**config.mk**
```make
export PLATFORM = sky130hd
export DESIGN_NAME = alu_muldiv_unit
export DESIGN_NICKNAME = d
export VERILOG_FILES = /design/src/rtl/muldiv_pkg.sv /design/src/rtl/muldiv_step.sv /design/src/rtl/alu_muldiv_unit.sv
export SDC_FILE = /design/constraint.sdc
export NUM_CORES = 1
export LEC_CHECK = 0
export ABC_AREA = 0
export BUFFER_PORTS_ARGS = -buffer_cell sky130_fd_sc_hd__clkbuf_2
export CAP_MARGIN = 20
export CELL_PAD_IN_SITES_DETAIL_PLACEMENT = 1
export CELL_PAD_IN_SITES_GLOBAL_PLACEMENT = 2
export CORE_MARGIN = 2
export CORE_UTILIZATION = 40
export DETAILED_ROUTE_END_ITERATION = 8
export GPL_TIMING_DRIVEN = 0
export PLACE_DENSITY_LB_ADDON = 0.05
export SKIP_CTS_REPAIR_TIMING = 1
export SLEW_MARGIN = 0
export SYNTH_ARGS = -nofsm -noshare
export SYNTH_HDL_FRONTEND = slang
export SYNTH_SLANG_ARGS = --single-unit
```
**constraint.sdc**
```tcl
create_clock -name clk -period 6.95 [get_ports clk]
set_input_delay 0.695 -clock clk [delete_from_list [all_inputs] [get_ports clk]]
set_output_delay 0.695 -clock clk [all_outputs]
set_load 0.03 [all_outputs]
```
**src/rtl/muldiv_pkg.sv**
```systemverilog
// muldiv_pkg: op and state encodings shared by the iterative multiply/divide unit.
package muldiv_pkg;
    localparam int WIDTH_DEF = 32;
    typedef enum logic [2:0] {
        OP_MUL, OP_MULH, OP_MULHSU, OP_MULHU, OP_DIV, OP_DIVU, OP_REM, OP_REMU
    } op_e;
    typedef enum logic [1:0] {S_IDLE, S_CALC, S_FIXUP, S_DONE} state_e;
endpackage

```
**src/rtl/muldiv_step.sv**
```systemverilog
// muldiv_step: one shift-add multiply or restoring-divide iteration on a {hi,lo} accumulator.
module muldiv_step #(
    parameter int WIDTH = 32
) (
    input  logic             is_div,
    input  logic [WIDTH-1:0] hi,
    input  logic [WIDTH-1:0] lo,
    input  logic [WIDTH-1:0] m,
    output logic [WIDTH-1:0] hi_n,
    output logic [WIDTH-1:0] lo_n
);
    logic [WIDTH:0] sum, sh, diff;
    assign sum  = {1'b0, hi} + {1'b0, (lo[0] ? m : {WIDTH{1'b0}})};
    assign sh   = {hi, lo[WIDTH-1]};
    // hi < m always holds, so a set top bit of diff means the trial subtraction borrowed
    assign diff = sh - {1'b0, m};
    assign {hi_n, lo_n} = is_div
        ? (diff[WIDTH] ? {sh[WIDTH-1:0], lo[WIDTH-2:0], 1'b0} : {diff[WIDTH-1:0], lo[WIDTH-2:0], 1'b1})
        : {sum, lo[WIDTH-1:1]};
endmodule

```
**src/rtl/alu_muldiv_unit.sv**
```systemverilog
// alu_muldiv_unit: iterative RV32M multiply/divide unit, one op per start pulse, result with a done pulse.
module alu_muldiv_unit
    import muldiv_pkg::*;
#(
    parameter int WIDTH = WIDTH_DEF,
    parameter int OP_W  = 3
) (
    input  logic             clk,
    input  logic             rst_n,
    input  logic             start,
    input  logic             flush,
    input  logic [OP_W-1:0]  op,
    input  logic [WIDTH-1:0] operandA,
    input  logic [WIDTH-1:0] operandB,
    output logic             busy,
    output logic             done,
    output logic [WIDTH-1:0] result
);
    localparam int CW = $clog2(WIDTH);
    state_e state_q, state_d;
    logic [OP_W-1:0] op_q;
    logic [WIDTH-1:0] hi_q, lo_q, m_q, hi_n, lo_n, abs_a, abs_b, q, r, fix;
    logic [2*WIDTH-1:0] prod;
    logic [CW-1:0] cnt_q;
    logic neg_p, neg_r, sa, sb, div0, ovf, special, accept;
    assign sa      = (op == OP_MULH || op == OP_MULHSU || op == OP_DIV || op == OP_REM) && operandA[WIDTH-1];
    assign sb      = (op == OP_MULH || op == OP_DIV || op == OP_REM) && operandB[WIDTH-1];
    assign abs_a   = sa ? -operandA : operandA;
    assign abs_b   = sb ? -operandB : operandB;
    assign div0    = op[2] && operandB == '0;
    assign ovf     = (op == OP_DIV || op == OP_REM) && operandA == {1'b1, {(WIDTH-1){1'b0}}} && operandB == '1;
    assign special = div0 || ovf;
    assign accept  = state_q == S_IDLE && start && !flush;
    muldiv_step #(.WIDTH(WIDTH)) u_step (
        .is_div (op_q[2]),
        .hi     (hi_q),
        .lo     (lo_q),
        .m      (m_q),
        .hi_n   (hi_n),
        .lo_n   (lo_n)
    );
    assign prod = neg_p ? -{hi_q, lo_q} : {hi_q, lo_q};
    assign q    = neg_p ? -lo_q : lo_q;
    assign r    = neg_r ? -hi_q : hi_q;
    assign fix  = op_q[2] ? (op_q[1] ? r : q) : (op_q == OP_MUL ? prod[WIDTH-1:0] : prod[2*WIDTH-1:WIDTH]);
    assign busy = state_q != S_IDLE;
    assign done = state_q == S_DONE;
    always_comb begin
        state_d = state_q;
        if (flush)
            state_d = S_IDLE;
        else
            case (state_q)
                S_IDLE:  if (start) state_d = special ? S_FIXUP : S_CALC;
                S_CALC:  if (cnt_q == CW'(WIDTH-1)) state_d = S_FIXUP;
                S_FIXUP: state_d = S_DONE;
                default: state_d = S_IDLE;
            endcase
    end
    // Special divides preload the final quotient/remainder so FIXUP passes them through unsigned
    always_ff @(posedge clk or negedge rst_n) begin
        if (!rst_n) begin
            state_q <= S_IDLE;
            op_q    <= '0;
            hi_q    <= '0;
            lo_q    <= '0;
            m_q     <= '0;
            cnt_q   <= '0;
            neg_p   <= 1'b0;
            neg_r   <= 1'b0;
            result  <= '0;
        end else begin
            state_q <= state_d;
            if (accept) begin
                op_q  <= op;
                cnt_q <= '0;
                m_q   <= abs_b;
                hi_q  <= div0 ? operandA : '0;
                lo_q  <= div0 ? '1 : abs_a;
                neg_p <= !special && (sa ^ sb);
                neg_r <= !special && sa;
            end else if (state_q == S_CALC && !flush) begin
                hi_q  <= hi_n;
                lo_q  <= lo_n;
                cnt_q <= cnt_q + CW'(1);
            end else if (state_q == S_FIXUP && !flush) begin
                result <= fix;
            end
        end
    end
endmodule

```
==> results by group, run 1 <==
Power and ir drop
  – Total power draw: 9.288 mW
  – Switch Pwr: 5.155 mW
  – Sw Share: 55.50%
  – Clock Power Share: 11.0%
  – Logic pwr share: 71.7%
  – Internal Power: 4.133 mW
  – Pwr/cell area: 576.4 nW/um2
  – Seq pwr share: 17.3%
  – Max VDD drop: 234.7 uV
  – Static leakage: 6.805 nW

STA
  – Final setup vio count: 0
  – Layout Skew: 0.009001 ns
  – Max-Slew Margin vs Limit: 18.93%
  – Maximum clock frequency: 0.1763 GHz
  – Worst-Margin Slew: 1.216 ns
  – Final Cycle Share: 81.60%
  – Tmin final: 5.671 ns
  – RSZ-0062 raised after global routing: false
  – Setup TNS: 0 ns
  – Hold WS: 0.1469 ns
  – Max Slew Vio Count: 0
  – Hold Vio Cnt, Final: 0

Yosys
  – Synth warn: 0
  – Sequential area share after synthesis: 24.39%
  – Number of synthesized register bits: 140
  – Synthesized area per cell: 7.551 um2
  – Synth Flop Type: dfrtp_1
  – Post-synthesis async set-or-reset flop share: 100.0%
  – Syn_nets: 2050
  – Unique cell type count in the Yosys netlist: 70
  – Cells after Synth: 1902
  – Post-Syn Area: 14360 um2
  – Post-synth EDFFs: 0

Setup path
  – CP Capture Point: hi_q[8]$_DFFE_PN0N_
  – WP data required: 7.30 ns
  – Crit end category: flop
  – Origin of the worst setup path: lo_q[31]$_DFFE_PN0N_
  – FF-to-FF Start: lo_q[31]$_DFFE_PN0N_
  – R2r worst-path depth: 13
  – Startpoint Class: flop
  – CP max FO: 10
  – R2r endpoint: hi_q[8]$_DFFE_PN0N_
  – Setup Crit Path Kind: flop to flop
  – Worst EP arrival: 6.02 ns
  – Reg2reg setup slack: 1.28 ns

Clocking
  – Clock sinks: 140
  – Skew-Pair Late Insertion Delay: 0.46 ns
  – H-tree levels: 4
  – CTS tree: built
  – CTS Buf Count: 17
  – CTS max path bufs: 2
  – CTS clock-pin slew for the worst setup and hold paths: 0.07 ns
  – CTS root buffer: clkbuf_16

Placed design
  – Port bufs: 103
  – GPL Wtd Cong: 0.9663
  – Hpwl dp: 51500 um

Finish
  – # nets final: 2173
  – Commonest cells after routing, fill and taps aside: nand2_1, o21ai_0, nor2_1
  – Fillers: 4460
  – Layout Area Growth over Synthesis: 12.21%
  – Leading cell type in the layout, fill and taps excluded: nand2_1
  – Layout cells sized above 1: 8.595%

Drt
  – Post-Route WL: 64430 um
  – DRT Pass-1 Iters: 5
  – DR iter-0 viols: 871
  – Final ANT Viol Nets: 0
  – WL/cell: 25.79 um
  – # DRC: 0
  – Vias per std cell: 6.175
  – Detailed-route via count: 15426

Floorplanning
  – Die footprint: 37430 um2
  – Core Rows: 69
  – Die height: 193.5 um
  – Core footprint: 35480 um2
  – Die W: 193.5 um
  – Initial core utilization: 40.47%
  – IO Pins: 105

Global route
  – Total grt overflow: 0
  – GRT Util Overall: 34.10%
  – Largest net degree at the start of global routing: 105
  – Initial antenna violation count: 2
  – Vias in the first global route: 15944
  – Global-route wire length before repair: 97230 um

Job
  – Max Cap Viol: 0

Hold path
  – Hold Crit Class: input pin to asynchronous set/reset pin

Outcome
  – Status: finished clean
flip-flops by register name (all words and copies together) (netlist names):
register  count
cnt_q         5
lo_q         32
m_q          32
neg_p         1
neg_r         1
hi_q         32
state_q       2
op_q          3
result       32
layout make-up:
type	count	area [um2]	area share, %
inverter	57	214.0	1.328
clock inverter	11	168.9	1.048
buffer	137	531.8	3.300
sequential	140	3503	21.74
antenna	1	2.502	0.01553
timing repair buffer	104	551.8	3.424
multi-input combinational	1568	10110	62.75
clock buffer	19	452.9	2.811
tap	461	576.8	3.579
per-layer routing:
| layer | vias to the layer above | share of wire, % | global-route usage [%] | wire length (um) |
|---|---|---|---|---|
| li1 | 7132 | - | - | - |
| met1 | 7600 | 42 | 41.75 | 27010 |
| met2 | 529 | 49 | 60.01 | 31320 |
| met3 | 165 | 4.6 | 3.801 | 2947 |
| met4 | 0 | 4.9 | 15.61 | 3158 |
| met5 | - | 0 | 0 | 0 |
worst max-delay path, stage by stage, from the launching register on:
cell,delay [ns]
dfrtp_1,0.54
inv_1,0.27
ha_1,0.33
fa_1,0.43
nor2b_1,0.22
o31a_1,0.19
o21ai_0,0.22
o21ai_0,0.84
a31oi_1,0.47
xnor2_2,0.79
clkbuf_1,0.73
mux2i_1,0.26
o21ai_0,0.09
a21o_1,0.17
kinds of logic after synthesis:
family                   after synthesis  synth area share [%]
AO/OA/AOI/OAI                        613                 26.73
XOR/XNOR                             202                 12.37
adder cells (fa/ha/maj)               77                 6.813
buffers and inverters                194                 5.193
flip-flops                           140                 24.39
multiplexers                          70                 4.975
AND/OR/NAND/NOR                      606                 19.52
through the flow:
stage,setup WS [ns],instance area [um2],cells,utilization (%)
after floorplan,3.521,14360,1902,-
after global placement,1.490,15450,2466,43.55
after detailed placement,1.414,15490,2467,43.65
after CTS,1.415,16110,2497,45.41
after global routing,1.171,16110,2497,45.41
final,1.279,16110,2498,45.41
power by group through the flow:
stage               logic (mW)  clock network, mW  registers (mW)
global placement          6.40                  0            1.59
detailed placement        6.51                  0            1.61
CTS                       6.56               1.03            1.60
floorplan                 4.38                  0            1.62
finish                    6.66               1.02            1.61
global route              7.20               1.06            1.65
worst min path at each step:
stage,start,to
floorplan,rst_n,cnt_q[0]$_DFFE_PN0N_
global route,rst_n,result[4]$_DFFE_PN0P_
detailed placement,result[7]$_DFFE_PN0P_,result[7]$_DFFE_PN0P_
finish,rst_n,result[4]$_DFFE_PN0P_
global placement,result[7]$_DFFE_PN0P_,result[7]$_DFFE_PN0P_
CTS,rst_n,result[10]$_DFFE_PN0P_
synthesized netlist by cell type, types with 45 or more instances:
cell type | instances | area [um2]
nor3_1 | 45 | 225.2
inv_1 | 56 | 210.2
ha_1 | 75 | 938.4
clkbuf_1 | 116 | 435.4
a21oi_1 | 149 | 745.7
nand2_1 | 209 | 784.5
mux2i_1 | 59 | 590.6
dfrtp_1 | 140 | 3503
nor2_1 | 172 | 645.6
xor2_1 | 94 | 823.3
xnor2_1 | 107 | 937.2
o21ai_0 | 196 | 980.9
(Power assumes the default switching activity.)
==> run 2: changes to the inputs <==
Settings changed: CORE_UTILIZATION 40 to 37.
Clock period 6.95 ns to 5.4 ns, I/O delays scaled along.
==> run 2 against run 1 <==
  * Via count is 1.6% lower
  * Largest cell class unchanged
  * Global-route usage is 1.7 points lower
  * Register-to-register slack lost 1.1 ns
  * Non-clock buffer count unchanged
  * Count of clock-buffer cells in the layout is the same
  * Critical path type unchanged
==> results by group, run 2 (same netlist as run 1, synthesis figures left out) <==
Setup path
  – Critical path's top delay family: compound AO/OA/AOI/OAI gates
  – Critical-path cell list: inv_1 > fa_1 > nor2b_1 > o31a_1 > o21ai_0 > o21ai_1 > a31oi_1 > xnor2_2 > clkbuf_1 > o21ai_0 > a21oi_1 > o21ai_0
  – Crit end category: flop
  – Setup Crit Path Kind: flop to flop
  – Max stage delay cell, worst path: dfrtp_1
  – Cell mode on critical path: o21ai_0
  – CP max FO: 10
  – CP Buf/Inv Count: 2
  – Startpoint Class: flop
  – WP data required: 5.75 ns
  – Worst EP arrival: 5.56 ns
  – CP max stage delay: 0.77 ns

Drt
  – Vias per std cell: 5.941
  – # DRC: 0
  – Detailed-route via count: 15184
  – Final ANT Viol Nets: 0
  – WL/cell: 25.62 um
  – Post-Route WL: 65470 um
  – DR iter-0 viols: 808
  – DRT Pass-1 Iters: 5

Clocking
  – CTS clock-pin slew for the worst setup and hold paths: 0.07 ns
  – Skew-Pair Late Insertion Delay: 0.47 ns
  – CTS max path bufs: 2
  – CTS root buffer: clkbuf_16
  – Clock sinks: 140
  – H-tree levels: 4
  – CTS tree: built
  – CTS Buf Count: 17

Hold path
  – Hold Crit Class: input pin to asynchronous set/reset pin

Power and ir drop
  – Static leakage: 6.824 nW
  – Max VDD drop: 245.3 uV
  – Pwr/cell area: 742.2 nW/um2
  – Total power draw: 12.04 mW

Floorplanning
  – Die footprint: 40410 um2
  – Initial core utilization: 37.33%
  – Core footprint: 38470 um2
  – IO Pins: 105
  – Die W: 201.0 um
  – Die height: 201.0 um
  – Core Rows: 72

STA
  – Max-Slew Margin vs Limit: 21.55%
  – Final Cycle Share: 96.46%
  – Worst-Margin Slew: 1.177 ns
  – Final setup vio count: 0
  – Tmin final: 5.209 ns
  – Setup TNS: 0 ns
  – Max Slew Vio Count: 0
  – RSZ-0062 raised after global routing: false
  – Maximum clock frequency: 0.1920 GHz
  – Setup ws final: 0.1910 ns
  – Hold Vio Cnt, Final: 0
  – Layout Skew: 0.01036 ns

Global route
  – Initial antenna violation count: 1
  – GRT Util Overall: 32.39%
  – Total grt overflow: 0
  – Global-route wire length before repair: 97700 um
  – GRT met2 Usage: 56.92%
  – Met3 GRT Util: 3.052%
  – Largest net degree at the start of global routing: 83
  – Vias in the first global route: 15689
  – M1 GR Usage: 38.81%
  – GRT Max-Usage Layer: met2

Placed design
  – GPL Wtd Cong: 0.9156
  – Dpl ws: -0.06962 ns
  – Cells after DPL: 2524
  – Port bufs: 103
  – Hpwl dp: 52810 um
  – Placed cell area: 15560 um2

Outcome
  – Status: finished clean

Finish
  – Non-Filler Instances: 2556
  – Layout Area Growth over Synthesis: 12.98%
  – Leading cell type in the layout, fill and taps excluded: nand2_1
  – Commonest cells after routing, fill and taps aside: nand2_1, o21ai_0, nor2_1
  – Antenna diodes: 0
  – Layout cells sized above 1: 8.685%
  – Final Cell Area: 16230 um2
  – # nets final: 2173

Job
  – Max Cap Viol: 0
run 2: cell count changes in the layout (fill, tap and decap cells not counted), sizes merged:
| cell | previous run | this run |
|---|---|---|
| clkinv | 4 | 3 |
| bufinv | 4 | 5 |
| inv | 56 | 58 |
| diode | 1 | 0 |
run 2: final cells by class:
cell class / count / area (um2)
Multi-Input combinational cell: 1568 / 10110
Inverter: 57 / 214.0
Clock inverter: 13 / 211.5
Tap cell: 518 / 648.1
Buffer: 137 / 531.8
Fill cell: 4890 / 22240
Clock buffer: 19 / 452.9
Sequential cell: 140 / 3503
Timing Repair Buffer: 104 / 551.8
run 2: path summary, 6_finish.rpt:
check | startpoint | to | slack [ns] | cells past startpoint
worst max-delay path | hi_q[0]$_DFFE_PN0N_ | hi_q[27]$_DFFE_PN0N_ | 0.19 | 12
worst min-delay path | rst_n | result[6]$_DFFE_PN0P_ | 0.13 | 1
worst max register to register | hi_q[0]$_DFFE_PN0N_ | hi_q[27]$_DFFE_PN0N_ | 0.19 | 12
worst min register to register | m_q[6]$_DFFE_PN0P_ | m_q[6]$_DFFE_PN0P_ | 0.48 | 2
max in group asynchronous | rst_n | m_q[31]$_DFFE_PN0P_ | 4.48 | 2
min in group clk | op[1] | op_q[1]$_DFFE_PN0P_ | 0.30 | 3
run 2: per-layer routing:
layer | vias up | part of all wire (%)
li1 | 7156 | -
met1 | 7421 | 42
met2 | 450 | 49
met3 | 157 | 4.0
met4 | 0 | 5.7
met5 | - | 0
run 2: report_power, final:
part / total [mW] / internal, mW / switching (mW) / leakage [nW]
Combinational: 8.57 / 3.00 / 5.57 / 4.77
Sequential: 2.07 / 1.53 / 0.543 / 1.74
Clock: 1.40 / 0.846 / 0.557 / 0.312
run 2: metrics by stage:
step	hold WS, ns	util (%)
after detailed placement	0.4695	40.45
after floorplan	0.2444	-
final	0.1259	42.18
after global routing	0.1676	42.18
after CTS	0.1539	42.18
after global placement	0.4533	40.36
run 2: worst register-to-register path, stage by stage (launching register included):
cell and delay [ns]:
dfrtp_1 0.77, inv_1 0.31, fa_1 0.54, nor2b_1 0.23, o31a_1 0.17, o21ai_0 0.19
o21ai_1 0.55, a31oi_1 0.37, xnor2_2 0.71, clkbuf_1 0.73, o21ai_0 0.19, a21oi_1 0.22
o21ai_0 0.12
